==> src/rtl/replay_memory_controller_pkg.sv <==
// ============================================================================
// replay_memory_controller_pkg
// Shared LFSR constants, FSM state encoding and clog2 helper for the
// replay-memory command controller.
// Revision: 1.0
// ============================================================================
`default_nettype none

package replay_memory_controller_pkg;

  localparam int c_lfsr_width = 32;
  // Galois feedback mask for x^32 + x^22 + x^2 + x + 1
  localparam logic [c_lfsr_width-1:0] c_lfsr_taps = 32'h8020_0003;

  typedef enum logic [1:0] {
    ST_IDLE   = 2'd0,
    ST_SAMPLE = 2'd1,
    ST_DRAIN  = 2'd2
  } state_t;

  // Never returns less than 1 so a depth-1 memory still gets a legal address port.
  function automatic int clog2(input int value);
    int r;
    r = 0;
    while ((1 << r) < value) begin
      r = r + 1;
    end
    return (r < 1) ? 1 : r;
  endfunction

endpackage

`default_nettype wire

==> src/rtl/replay_memory_controller_lfsr.sv <==
// ============================================================================
// replay_lfsr
// 32-bit Galois LFSR with loadable seed on reset and advance enable.
// Revision: 1.0
// ============================================================================
`default_nettype none

module replay_lfsr
  import replay_memory_controller_pkg::*;
#(
  parameter logic [c_lfsr_width-1:0] SEED = 32'hACE1_2468
) (
  input  logic                    clk,
  input  logic                    rst,
  input  logic                    i_enable,
  output logic [c_lfsr_width-1:0] o_state
);

  logic [c_lfsr_width-1:0] r_state;

  always_ff @(posedge clk) begin
    if (rst) begin
      r_state <= SEED;
    end else if (i_enable) begin
      r_state <= r_state[0] ? ((r_state >> 1) ^ c_lfsr_taps) : (r_state >> 1);
    end
  end

  assign o_state = r_state;

endmodule

`default_nettype wire

==> src/rtl/replay_memory_controller.sv <==
// ============================================================================
// replay_memory_controller
// Drives the replay RAM port: circular transition writes and LFSR-sampled
// mini-batch reads with per-batch framing.
// Revision: 1.0
// ============================================================================
`default_nettype none

module replay_memory_controller
  import replay_memory_controller_pkg::*;
#(
  parameter int          DATA_WIDTH        = 32,
  parameter int          MEMORY_WIDTH      = 10000,
  parameter int          ACTION_WIDTH      = 2,
  parameter int          BATCH_SIZE        = 32,
  parameter logic [31:0] LFSR_SEED         = 32'hACE1_2468,
  localparam int         MEMORY_ADDR_WIDTH = clog2(MEMORY_WIDTH)
) (
  input  logic                         clk,
  input  logic                         rst,
  input  logic                         i_push_valid,
  input  logic [DATA_WIDTH-1:0]        i_current_state_0,
  input  logic [DATA_WIDTH-1:0]        i_current_state_1,
  input  logic [ACTION_WIDTH-1:0]      i_action,
  input  logic [DATA_WIDTH-1:0]        i_reward,
  input  logic [DATA_WIDTH-1:0]        i_next_state_0,
  input  logic [DATA_WIDTH-1:0]        i_next_state_1,
  input  logic                         i_done,
  input  logic                         i_sample_start,
  output logic                         o_ram_valid,
  output logic                         o_ram_rw_select,
  output logic [MEMORY_ADDR_WIDTH-1:0] o_ram_addr,
  output logic [DATA_WIDTH-1:0]        o_ram_current_state_0,
  output logic [DATA_WIDTH-1:0]        o_ram_current_state_1,
  output logic [ACTION_WIDTH-1:0]      o_ram_action,
  output logic [DATA_WIDTH-1:0]        o_ram_reward,
  output logic [DATA_WIDTH-1:0]        o_ram_next_state_0,
  output logic [DATA_WIDTH-1:0]        o_ram_next_state_1,
  output logic                         o_ram_done,
  output logic                         o_busy,
  output logic                         o_sample_reject,
  output logic                         o_sample_last,
  output logic                         o_batch_done,
  output logic [MEMORY_ADDR_WIDTH:0]   o_count
);

  localparam int                         c_cw        = MEMORY_ADDR_WIDTH + 1;
  localparam logic [c_cw-1:0]            c_batch     = c_cw'(BATCH_SIZE);
  localparam logic [c_cw-1:0]            c_full      = c_cw'(MEMORY_WIDTH);
  localparam logic [c_cw-1:0]            c_cnt_one   = c_cw'(1);
  localparam logic [MEMORY_ADDR_WIDTH-1:0] c_last_addr = MEMORY_ADDR_WIDTH'(MEMORY_WIDTH - 1);
  localparam logic [MEMORY_ADDR_WIDTH-1:0] c_addr_one  = MEMORY_ADDR_WIDTH'(1);

  state_t                         r_state;
  state_t                         w_state_next;
  logic [c_cw-1:0]                r_reads_issued;
  logic [c_cw-1:0]                w_reads_next;
  logic [c_cw-1:0]                w_reads_inc;
  logic                           w_issue_read;
  logic                           w_reject;
  logic                           w_drain;
  logic [MEMORY_ADDR_WIDTH-1:0]   r_wr_ptr;
  logic [c_cw-1:0]                r_count;
  logic [c_lfsr_width-1:0]        w_lfsr;
  logic [16+c_cw-1:0]             w_product;
  logic [MEMORY_ADDR_WIDTH-1:0]   w_read_addr;
  logic                           w_unused_bits;

  logic                           r_ram_valid;
  logic                           r_ram_rw_select;
  logic [MEMORY_ADDR_WIDTH-1:0]   r_ram_addr;
  logic [DATA_WIDTH-1:0]          r_cs0, r_cs1, r_reward, r_ns0, r_ns1;
  logic [ACTION_WIDTH-1:0]        r_action;
  logic                           r_done;
  logic                           r_busy;
  logic                           r_sample_reject;
  logic                           r_sample_last;
  logic                           r_batch_done;

  replay_lfsr #(
    .SEED     (LFSR_SEED)
  ) u_lfsr (
    .clk      (clk),
    .rst      (rst),
    .i_enable (1'b1),
    .o_state  (w_lfsr)
  );

  // Scaling a 16-bit uniform value by count keeps the address strictly below count.
  assign w_product     = {{c_cw{1'b0}}, w_lfsr[15:0]} * {16'b0, r_count};
  assign w_read_addr   = w_product[16 +: MEMORY_ADDR_WIDTH];
  assign w_unused_bits = ^{w_lfsr[31:16], w_product[16+c_cw-1], w_product[15:0]};

  always_ff @(posedge clk) begin
    if (rst) begin
      r_state <= ST_IDLE;
    end else begin
      r_state <= w_state_next;
    end
  end

  // The first read goes out on the accepting edge so it lands one cycle after start.
  always_comb begin
    w_state_next = r_state;
    w_issue_read = 1'b0;
    w_reject     = 1'b0;
    w_drain      = 1'b0;
    case (r_state)
      ST_IDLE: begin
        if (i_sample_start) begin
          if (r_count >= c_batch) begin
            w_state_next = ST_SAMPLE;
            w_issue_read = !i_push_valid;
          end else begin
            w_reject = 1'b1;
          end
        end
      end
      ST_SAMPLE: w_issue_read = !i_push_valid;
      ST_DRAIN: begin
        w_drain      = 1'b1;
        w_state_next = ST_IDLE;
      end
      default: w_state_next = ST_IDLE;
    endcase
    w_reads_inc  = ((r_state == ST_IDLE) ? '0 : r_reads_issued) + c_cnt_one;
    w_reads_next = (r_state == ST_IDLE) ? '0 : r_reads_issued;
    if (w_issue_read) begin
      w_reads_next = w_reads_inc;
      if (w_reads_inc == c_batch) begin
        w_state_next = ST_DRAIN;
      end
    end
  end

  always_ff @(posedge clk) begin
    if (rst) begin
      r_reads_issued  <= '0;
      r_wr_ptr        <= '0;
      r_count         <= '0;
      r_ram_valid     <= 1'b0;
      r_ram_rw_select <= 1'b0;
      r_ram_addr      <= '0;
      r_cs0           <= '0;
      r_cs1           <= '0;
      r_action        <= '0;
      r_reward        <= '0;
      r_ns0           <= '0;
      r_ns1           <= '0;
      r_done          <= 1'b0;
      r_busy          <= 1'b0;
      r_sample_reject <= 1'b0;
      r_sample_last   <= 1'b0;
      r_batch_done    <= 1'b0;
    end else begin
      r_reads_issued  <= w_reads_next;
      r_ram_valid     <= i_push_valid | w_issue_read;
      r_ram_rw_select <= w_issue_read;
      r_busy          <= (w_state_next != ST_IDLE);
      r_sample_reject <= w_reject;
      r_sample_last   <= w_drain;
      r_batch_done    <= w_drain;
      if (i_push_valid) begin
        r_ram_addr <= r_wr_ptr;
        r_cs0      <= i_current_state_0;
        r_cs1      <= i_current_state_1;
        r_action   <= i_action;
        r_reward   <= i_reward;
        r_ns0      <= i_next_state_0;
        r_ns1      <= i_next_state_1;
        r_done     <= i_done;
        r_wr_ptr   <= (r_wr_ptr == c_last_addr) ? '0 : r_wr_ptr + c_addr_one;
        if (r_count != c_full) begin
          r_count <= r_count + c_cnt_one;
        end
      end else if (w_issue_read) begin
        r_ram_addr <= w_read_addr;
      end
    end
  end

  assign o_ram_valid           = r_ram_valid;
  assign o_ram_rw_select       = r_ram_rw_select;
  assign o_ram_addr            = r_ram_addr;
  assign o_ram_current_state_0 = r_cs0;
  assign o_ram_current_state_1 = r_cs1;
  assign o_ram_action          = r_action;
  assign o_ram_reward          = r_reward;
  assign o_ram_next_state_0    = r_ns0;
  assign o_ram_next_state_1    = r_ns1;
  assign o_ram_done            = r_done;
  assign o_busy                = r_busy;
  assign o_sample_reject       = r_sample_reject;
  assign o_sample_last         = r_sample_last;
  assign o_batch_done          = r_batch_done;
  assign o_count               = r_count;

endmodule

`default_nettype wire

==> config.mk <==
export PLATFORM = sky130hd
export DESIGN_NAME = replay_memory_controller
export DESIGN_NICKNAME = d
export VERILOG_FILES = /design/src/rtl/replay_memory_controller_pkg.sv /design/src/rtl/replay_memory_controller_lfsr.sv /design/src/rtl/replay_memory_controller.sv
export SDC_FILE = /design/constraint.sdc
export NUM_CORES = 1
export LEC_CHECK = 0
export BUFFER_PORTS_ARGS = -buffer_cell sky130_fd_sc_hd__buf_4
export CORE_MARGIN = 5
export CORE_UTILIZATION = 50
export CTS_CLUSTER_DIAMETER = 40
export DETAILED_ROUTE_END_ITERATION = 8
export GPL_ROUTABILITY_DRIVEN = 0
export PLACE_DENSITY = 0.79
export SLEW_MARGIN = 10
export SYNTH_ARGS = -nofsm -noshare
export SYNTH_HDL_FRONTEND = slang
export SYNTH_SLANG_ARGS = --single-unit
==> constraint.sdc <==
create_clock -name clk -period 8.3 [get_ports clk]
set_input_delay 0 -clock clk [delete_from_list [all_inputs] [get_ports clk]]
set_output_delay 0 -clock clk [all_outputs]
set_load 0.03 [all_outputs]
==> results of run 1 <==
==> routing by layer <==
metal  vias to the layer above  global-route usage (%)
met2                       899                    52.1
met1                      7613                    35.7
li1                       6977                       -
met4                         2                    19.2
met5                         -                       0
met3                       254                    6.92
==> cells in the mapped netlist, drive strengths merged (3+ instances only) <==
master	count	area [um2]
a211o	5	43.8
a211oi	7	52.6
a21o	8	60.1
a21oi	32	160
a22oi	12	90.1
a31o	3	26.3
and2	148	926
and3	13	81.3
buf	29	148
clkbuf	77	289
dfxtp	260	5200
fa	178	3560
ha	92	1150
inv	220	826
mux2i	164	1640
nand2	156	586
nand3	20	100
nand4	17	106
nor2	220	826
nor2b	21	131
nor3	16	90.1
nor4	5	37.5
o2111ai	4	35.0
o211ai	6	50.1
o21a	9	67.6
o21ai	22	110
o22ai	5	31.3
o32a	3	30.0
o32ai	3	26.3
or2	14	87.6
or3	9	56.3
or4	4	30.0
xnor2	25	219
xor2	22	193
==> how the worst max path moves through the flow <==
stage                           start              to  slack (ps)  cells past startpoint
after floorplan            o_count[8]  o_ram_addr[11]        2210                     18
after CTS                  o_count[6]  o_ram_addr[12]        2000                     17
final                     o_count[14]   o_ram_addr[9]        1980                     16
after detailed placement   o_count[6]  o_ram_addr[12]        2050                     17
after global placement     o_count[7]  o_ram_addr[11]        2190                     16
after global routing       o_count[5]   o_ram_addr[4]        1530                     18
==> state kept, by name (all words and copies together), names as in the netlist, 2 cells and up <==
signal / count
o_count: 15
o_ram_action: 2
o_ram_addr: 14
o_ram_current_state_0: 32
o_ram_current_state_1: 32
o_ram_next_state_0: 32
o_ram_next_state_1: 32
o_ram_reward: 32
r_reads_issued: 15
r_state: 2
r_wr_ptr: 14
u_lfsr.o_state: 32
==> what timing repair did <==
item	in CTS	in global routing
hold buffers	199	0
hold endpoints to repair	187	0
setup buffers	0	0
==> critical path, delay by kind of cell, from the launching register on <==
kind                     cells  cell delay (ps)
adder cells (fa/ha/maj)      7             3560
buffers and inverters        3              200
AO/OA/AOI/OAI                3              950
AND/OR/NAND/NOR              3              670
flip-flops                   1              820
==> area by class of cell <==
type | count | share of cell area (%)
Antenna cell | 3 | 0.0318
Clock buffer | 50 | 4.53
Clock inverter | 22 | 1.01
Inverter | 220 | 3.50
Multi-Input combinational cell | 1275 | 46.1
Sequential cell | 260 | 22.1
Tap cell | 455 | 2.41
Timing Repair Buffer | 570 | 20.3
==> metrics by stage <==
step / setup WS, ps / total power [uW]
finish: 1980 / 3580
global route: 1530 / 3680
CTS: 2000 / 3550
detailed placement: 2050 / 1840
global placement: 2190 / 1830
floorplan: 2210 / 1640
==> power by group through the flow <==
stage	clock network (uW)	registers (uW)	logic (uW)
2_1_floorplan	0	1460	175
5_1_grt	1710	1380	587
3_3_place_gp	0	1390	441
4_1_cts	1650	1370	533
6_report	1640	1380	558
3_5_place_dp	0	1390	451
==> cells by family after synthesis <==
kind of cell    Yosys count
xor+xnor                 47
compound gates          144
flops                   260
fa+ha+maj               270
buf+inv                 326
mux                     164
simple gates            650
==> results_tabular.tex, run 1 <==
\begin{tabular}{lr}
\hline
Metric & Value \\
\hline
\multicolumn{2}{l}{\textbf{Route}} \\
\quad Antenna viol nets, final & 0 \\
\quad Top Layer Used & met5 \\
\quad Met2 Wirelength & 29200 um \\
\quad Via density & 5.51 \\
\quad Length of routed wiring on met1 & 21800 um \\
\quad Drt pass-1 iters & 6 \\
\quad Routed Wire Length & 60500 um \\
\quad Routed length per placed instance & 21.2 um \\
\quad DRC violations left & 0 \\
\quad Met3 WL & 4630 um \\
\quad Vias after detailed routing & 15700 \\
\quad Initial detailed-routing violation count & 1315 \\
\multicolumn{2}{l}{\textbf{Synth}} \\
\quad Mean instance size in the synthesized netlist & 9.32 um2 \\
\quad Post-synthesis xor/xnor area fraction & 2.37\% \\
\quad EDFF count, synth & 0 \\
\quad Ys async rst share & 0\% \\
\quad Number of instances in the synthesized netlist & 1861 \\
\quad Basic-gate share of the synthesized area counting and, or, nand and nor cells & 18.0\% \\
\quad Sequential element share of the synthesized area & 30.0\% \\
\quad Primary flip-flop cell chosen by synthesis mapping & sky130\_fd\_sc\_hd\_\_dfxtp\_1 \\
\quad Cell area after synthesis & 17400 um2 \\
\quad Combinational family with the most area after synthesis & adder cells \\
\quad Share of cell area taken by muxes after synthesis & 9.46\% \\
\quad Number of flip-flops and latches in the synthesized netlist & 260 \\
\quad Compound-cell area share of the yosys netlist & 5.78\% \\
\quad Synthesis Warnings & 0 \\
\quad Count of cell types in the netlist & 69 \\
\quad Synthesized-area fraction occupied by adder cells & 27.2\% \\
\quad Synthesized Nets & 2298 \\
\multicolumn{2}{l}{\textbf{Placement}} \\
\quad Cell total after placement & 2581 \\
\quad Post-DP HPWL & 39200 um \\
\quad Placed standard-cell area & 20300 um2 \\
\quad Number of input and output port buffers inserted & 364 \\
\multicolumn{2}{l}{\textbf{Critical path}} \\
\quad Data required time at the worst endpoint & 8720 ps \\
\quad Start-to-end type of the worst setup path & flop to flop \\
\quad Cell count of the worst reg-to-reg path & 16 \\
\quad Crit Reg-Reg Endpoint & o\_ram\_addr[9] \\
\quad Slack of the worst reg-to-reg path & 1980 ps \\
\quad Element type at the critical path end & flop \\
\quad Most prevalent standard cell on the critical path & sky130\_fd\_sc\_hd\_\_fa\_1 \\
\quad Worst Path Arrival & 6750 ps \\
\quad Startpoint kind of the worst setup timing path & flop \\
\quad Reg2reg start & o\_count[14] \\
\quad Biggest cell delay along the critical path & 820 ps \\
\quad Highest-delay cell along the critical path & sky130\_fd\_sc\_hd\_\_dfxtp\_1 \\
\quad Highest net fanout along the worst path & 19 \\
\quad Critical path cell sequence & nand2\_1 > fa\_1 > fa\_1 > inv\_1 > fa\_1 > fa\_1 > fa\_1 > inv\_1 > fa\_1 > inv\_1 > ha\_1 > and4\_1 > nand4\_1 > o211ai\_1 > a211oi\_1 > a211o\_1 \\
\multicolumn{2}{l}{\textbf{Timing}} \\
\quad Endpoints failing setup & 0 \\
\quad Clock Skews & 21.4 ps \\
\quad Max\_slew headroom & 28.6\% \\
\quad Crit path time final & 6320 ps \\
\quad Max-slew violation count & 0 \\
\quad Maximum frequency from static timing analysis & 158 MHz \\
\quad Final worst-path cycle share & 76.2\% \\
\quad Unrepaired setup endpoints after global routing & false \\
\quad Total Negative Setup Slacks & 0 ps \\
\quad Worst hold slack across all endpoints & 92.9 ps \\
\quad Count of final hold-check violations & 0 \\
\quad Slew at the pin with the worst max-slew slack & 1070 ps \\
\multicolumn{2}{l}{\textbf{Power}} \\
\quad Switching power as a share of total power & 28.4\% \\
\quad Power density over the cells & 152 nW/um2 \\
\quad Leakage power of the design & 0.0117 uW \\
\quad Reg power frac & 38.5\% \\
\quad Net switching component of the power & 1020 uW \\
\quad Part of the power in combinational logic & 15.6\% \\
\quad Peak VDD IR & 0.186 mV \\
\quad Int Pwr & 2560 uW \\
\quad Clock network power share & 45.9\% \\
\multicolumn{2}{l}{\textbf{Die}} \\
\quad Row count & 68 \\
\quad X dimension of the die & 196 um \\
\quad Initial cell density of the core & 50.5\% \\
\quad Die Outline Area & 38500 um2 \\
\quad Top-Level Pins & 365 \\
\quad Core footprint & 34400 um2 \\
\quad Vertical extent of the die & 196 um \\
\multicolumn{2}{l}{\textbf{Final layout}} \\
\quad Final standard cell utilization of the core & 68.6\% \\
\quad Storage element area & 5200 um2 \\
\quad Area of the multi-input gates & 10900 um2 \\
\quad Filler Cell Count & 2337 \\
\quad Layout cells sized above 1 & 19.1\% \\
\quad Post-Layout Cell Count & 2855 \\
\quad Layout Nets & 2803 \\
\quad Commonest non-fill, non-tap cell in the layout & sky130\_fd\_sc\_hd\_\_buf\_4 \\
\quad Finished Cell Area & 23600 um2 \\
\quad Commonest cells after routing, fill and taps aside & sky130\_fd\_sc\_hd\_\_buf\_4, sky130\_fd\_sc\_hd\_\_dfxtp\_1, sky130\_fd\_sc\_hd\_\_nor2\_1 \\
\quad P\&R area growth vs syn & 35.9\% \\
\multicolumn{2}{l}{\textbf{Hold path}} \\
\quad Path class of the lowest-slack min-delay path & input port to flop \\
\quad Hold depth & 3 \\
\quad Min-Delay Startpoint & i\_push\_valid \\
\quad Hold worst-path end & o\_ram\_current\_state\_0[14] \\
\multicolumn{2}{l}{\textbf{CTS}} \\
\quad Clock insertion delay at the later pin of the skew report & 530 ps \\
\quad Clock root cell & sky130\_fd\_sc\_hd\_\_clkbuf\_16 \\
\quad TritonCTS clock tree & built \\
\quad TritonCTS Buffers & 39 \\
\quad Level count of the clock H-tree & 2 \\
\quad Total of cells resized after clock tree synthesis & 0 \\
\quad Clock transition at the registers of the reported paths & 60 ps \\
\quad Clock sinks & 260 \\
\quad Maximum buffer depth of the clock tree & 3 \\
\multicolumn{2}{l}{\textbf{Global route}} \\
\quad First-pass GRT wire length & 95100 um \\
\quad Maximum number of pins on one net before global-route repair & 105 \\
\quad All-layer global routing usage & 30.9\% \\
\quad Initial antenna violation count & 4 \\
\quad Via count of the first global-routing pass & 17100 \\
\quad Remaining Overflow, GRT & 0 \\
\multicolumn{2}{l}{\textbf{Job}} \\
\quad Number of maximum-capacitance constraint violations & 0 \\
\multicolumn{2}{l}{\textbf{Run status}} \\
\quad Result of the run & complete, no violations \\
\hline
\end{tabular}
(Power assumes the default switching activity.)
==> run 2: changes to the inputs <==
PLACE_DENSITY = 0.82   (was 0.79)
clock period = 5.5 ns   (was 8.3 ns; I/O delays follow)
==> results_tabular.tex, run 2 (synthesis gave the netlist of run 1 again) <==
\begin{tabular}{lr}
\hline
Metric & Value \\
\hline
\multicolumn{2}{l}{\textbf{Placement}} \\
\quad Post-DP HPWL & 39900 um \\
\quad Number of input and output port buffers inserted & 364 \\
\quad Placed standard-cell area & 20900 um2 \\
\quad Cell total after placement & 2641 \\
\multicolumn{2}{l}{\textbf{Timing}} \\
\quad Slew at the pin with the worst max-slew slack & 1070 ps \\
\quad Max\_slew headroom & 28.6\% \\
\quad Count of final hold-check violations & 0 \\
\quad Worst hold slack across all endpoints & 7.68 ps \\
\quad Final worst-path cycle share & 102\% \\
\quad Endpoints failing setup & 4 \\
\quad Maximum frequency from static timing analysis & 179 MHz \\
\quad Setup slack of the critical path after layout & -102 ps \\
\quad Clock Skews & 20.9 ps \\
\quad Unrepaired setup endpoints after global routing & true \\
\quad Crit path time final & 5600 ps \\
\quad Max-slew violation count & 0 \\
\multicolumn{2}{l}{\textbf{Critical path}} \\
\quad Crit path from & u\_lfsr.o\_state[13] \\
\quad Element type at the critical path end & flop \\
\quad Critical path cell sequence & and2\_4 > fa\_1 > inv\_1 > fa\_1 > inv\_2 > fa\_1 > fa\_1 > fa\_1 > inv\_2 > fa\_1 > inv\_2 > ha\_4 > and4\_4 > nand3\_2 > o311a\_4 > or4\_4 > nand3\_2 \\
\quad Start-to-end type of the worst setup path & flop to flop \\
\quad Highest-delay cell along the critical path & sky130\_fd\_sc\_hd\_\_fa\_1 \\
\quad Delay-heaviest family, CP & adder cells \\
\quad Highest net fanout along the worst path & 7 \\
\quad Biggest cell delay along the critical path & 550 ps \\
\quad Most prevalent standard cell on the critical path & sky130\_fd\_sc\_hd\_\_fa\_1 \\
\quad Data required time at the worst endpoint & 5970 ps \\
\quad Worst Path Arrival & 6070 ps \\
\quad Worst path bufs/invs & 4 \\
\quad Reg2reg start & u\_lfsr.o\_state[13] \\
\quad Startpoint kind of the worst setup timing path & flop \\
\multicolumn{2}{l}{\textbf{Power}} \\
\quad Peak VDD IR & 0.256 mV \\
\quad Power density over the cells & 216 nW/um2 \\
\quad Leakage power of the design & 0.0119 uW \\
\multicolumn{2}{l}{\textbf{Global route}} \\
\quad Remaining Overflow, GRT & 0 \\
\quad Maximum number of pins on one net before global-route repair & 104 \\
\quad All-layer global routing usage & 31.2\% \\
\quad Initial antenna violation count & 1 \\
\quad First-pass GRT wire length & 96300 um \\
\quad Via count of the first global-routing pass & 17200 \\
\multicolumn{2}{l}{\textbf{Route}} \\
\quad Routed length per placed instance & 21.3 um \\
\quad Drt pass-1 iters & 6 \\
\quad Routed Wire Length & 61800 um \\
\quad Via density & 5.55 \\
\quad Antenna viol nets, final & 0 \\
\quad Vias after detailed routing & 16100 \\
\quad DRC violations left & 0 \\
\quad Initial detailed-routing violation count & 1195 \\
\multicolumn{2}{l}{\textbf{CTS}} \\
\quad Clock root cell & sky130\_fd\_sc\_hd\_\_clkbuf\_16 \\
\quad TritonCTS clock tree & built \\
\quad Level count of the clock H-tree & 2 \\
\quad Clock insertion delay at the later pin of the skew report & 530 ps \\
\quad Clock sinks & 260 \\
\quad TritonCTS Buffers & 36 \\
\quad Maximum buffer depth of the clock tree & 3 \\
\quad Clock transition at the registers of the reported paths & 60 ps \\
\multicolumn{2}{l}{\textbf{Die}} \\
\quad Row count & 68 \\
\quad Core footprint & 34400 um2 \\
\quad Top-Level Pins & 365 \\
\quad X dimension of the die & 196 um \\
\quad Die Outline Area & 38500 um2 \\
\quad Vertical extent of the die & 196 um \\
\quad Initial cell density of the core & 50.5\% \\
\multicolumn{2}{l}{\textbf{Job}} \\
\quad Number of maximum-capacitance constraint violations & 0 \\
\multicolumn{2}{l}{\textbf{Hold path}} \\
\quad Min-Delay Startpoint & i\_push\_valid \\
\quad Path class of the lowest-slack min-delay path & input port to flop \\
\multicolumn{2}{l}{\textbf{Final layout}} \\
\quad Finished Cell Area & 24300 um2 \\
\quad Layout Nets & 2855 \\
\quad P\&R area growth vs syn & 40.0\% \\
\quad Post-Layout Cell Count & 2900 \\
\quad Final standard cell utilization of the core & 70.7\% \\
\quad Layout cells sized above 1 & 25.9\% \\
\quad Commonest cells after routing, fill and taps aside & sky130\_fd\_sc\_hd\_\_buf\_4, sky130\_fd\_sc\_hd\_\_dfxtp\_1, sky130\_fd\_sc\_hd\_\_nor2\_1 \\
\quad Commonest non-fill, non-tap cell in the layout & sky130\_fd\_sc\_hd\_\_buf\_4 \\
\multicolumn{2}{l}{\textbf{Run status}} \\
\quad Violated checks & setup timing \\
\quad Result of the run & finished, violations left \\
\hline
\end{tabular}
## run 2: changes by cell type in the layout (fill, tap and decap cells not counted), sizes merged
| cell | delta |
|---|---|
| buf | +75 |
| dlygate4sd3 | -20 |
| clkbuf | -6 |
| clkinv | +5 |
| clkinvlp | -5 |
| bufinv | -2 |
| diode | -2 |
## run 2: final timing paths
kind / end / slack, ps / cells past startpoint
worst min register to register: u_lfsr.o_state[22] / 410 / 1
worst min-delay path: o_ram_next_state_1[10] / 8 / 3
worst max-delay path: o_ram_addr[7] / -100 / 17
worst max register to register: o_ram_addr[7] / -100 / 17
## run 2: area by class of cell
cell class | instances | area, um2
multi-input cells | 1275 | 11300
repair buffers | 625 | 5170
clock buffers | 44 | 993
well taps | 455 | 569
flip-flops and latches | 260 | 5290
diodes | 1 | 2.50
clock inverters | 20 | 196
inverters | 220 | 826
fillers | 2116 | 10100
## run 2: layer usage
layer	vias up	GRT usage, %	part of all wire (%)
li1	7070	-	-
met1	7770	35.2	35
met2	957	52.8	48
met3	292	6.66	7.8
met4	0	21.5	9.2
met5	-	0	0
## run 2: what timing repair did
action / CTS / global route
hold buffers: 179 / 0
hold endpoints to repair: 190 / 0
gates resized for setup: 23 / 73
setup endpoints to repair: 10 / 14
cloned: 0 / 0
pin swaps: 12 / 39
buffers inserted: 3 / 12
## run 2: power breakdown
group	switching, uW	total (uW)	internal [uW]
Clock	970	2300	1330
Sequential	73.7	2050	1970
Combinational	497	898	401
Total	1540	5240	3700
## run 2: worst min-delay path, delay by kind of cell
family                 cells  cell delay (ps)
buffers and inverters      1              220
multiplexers               1              190
AND/OR/NAND/NOR            1               80
## run 2: stage by stage
stage	power [uW]	TNS, ps	setup slack (ps)
final	5240	-176	-102
after global routing	5390	-1770	-251
after CTS	5160	0	3.36
after detailed placement	2800	-498	-119
after global placement	2780	-4.90	-4.90
after floorplan	2470	-7.35	-7.35
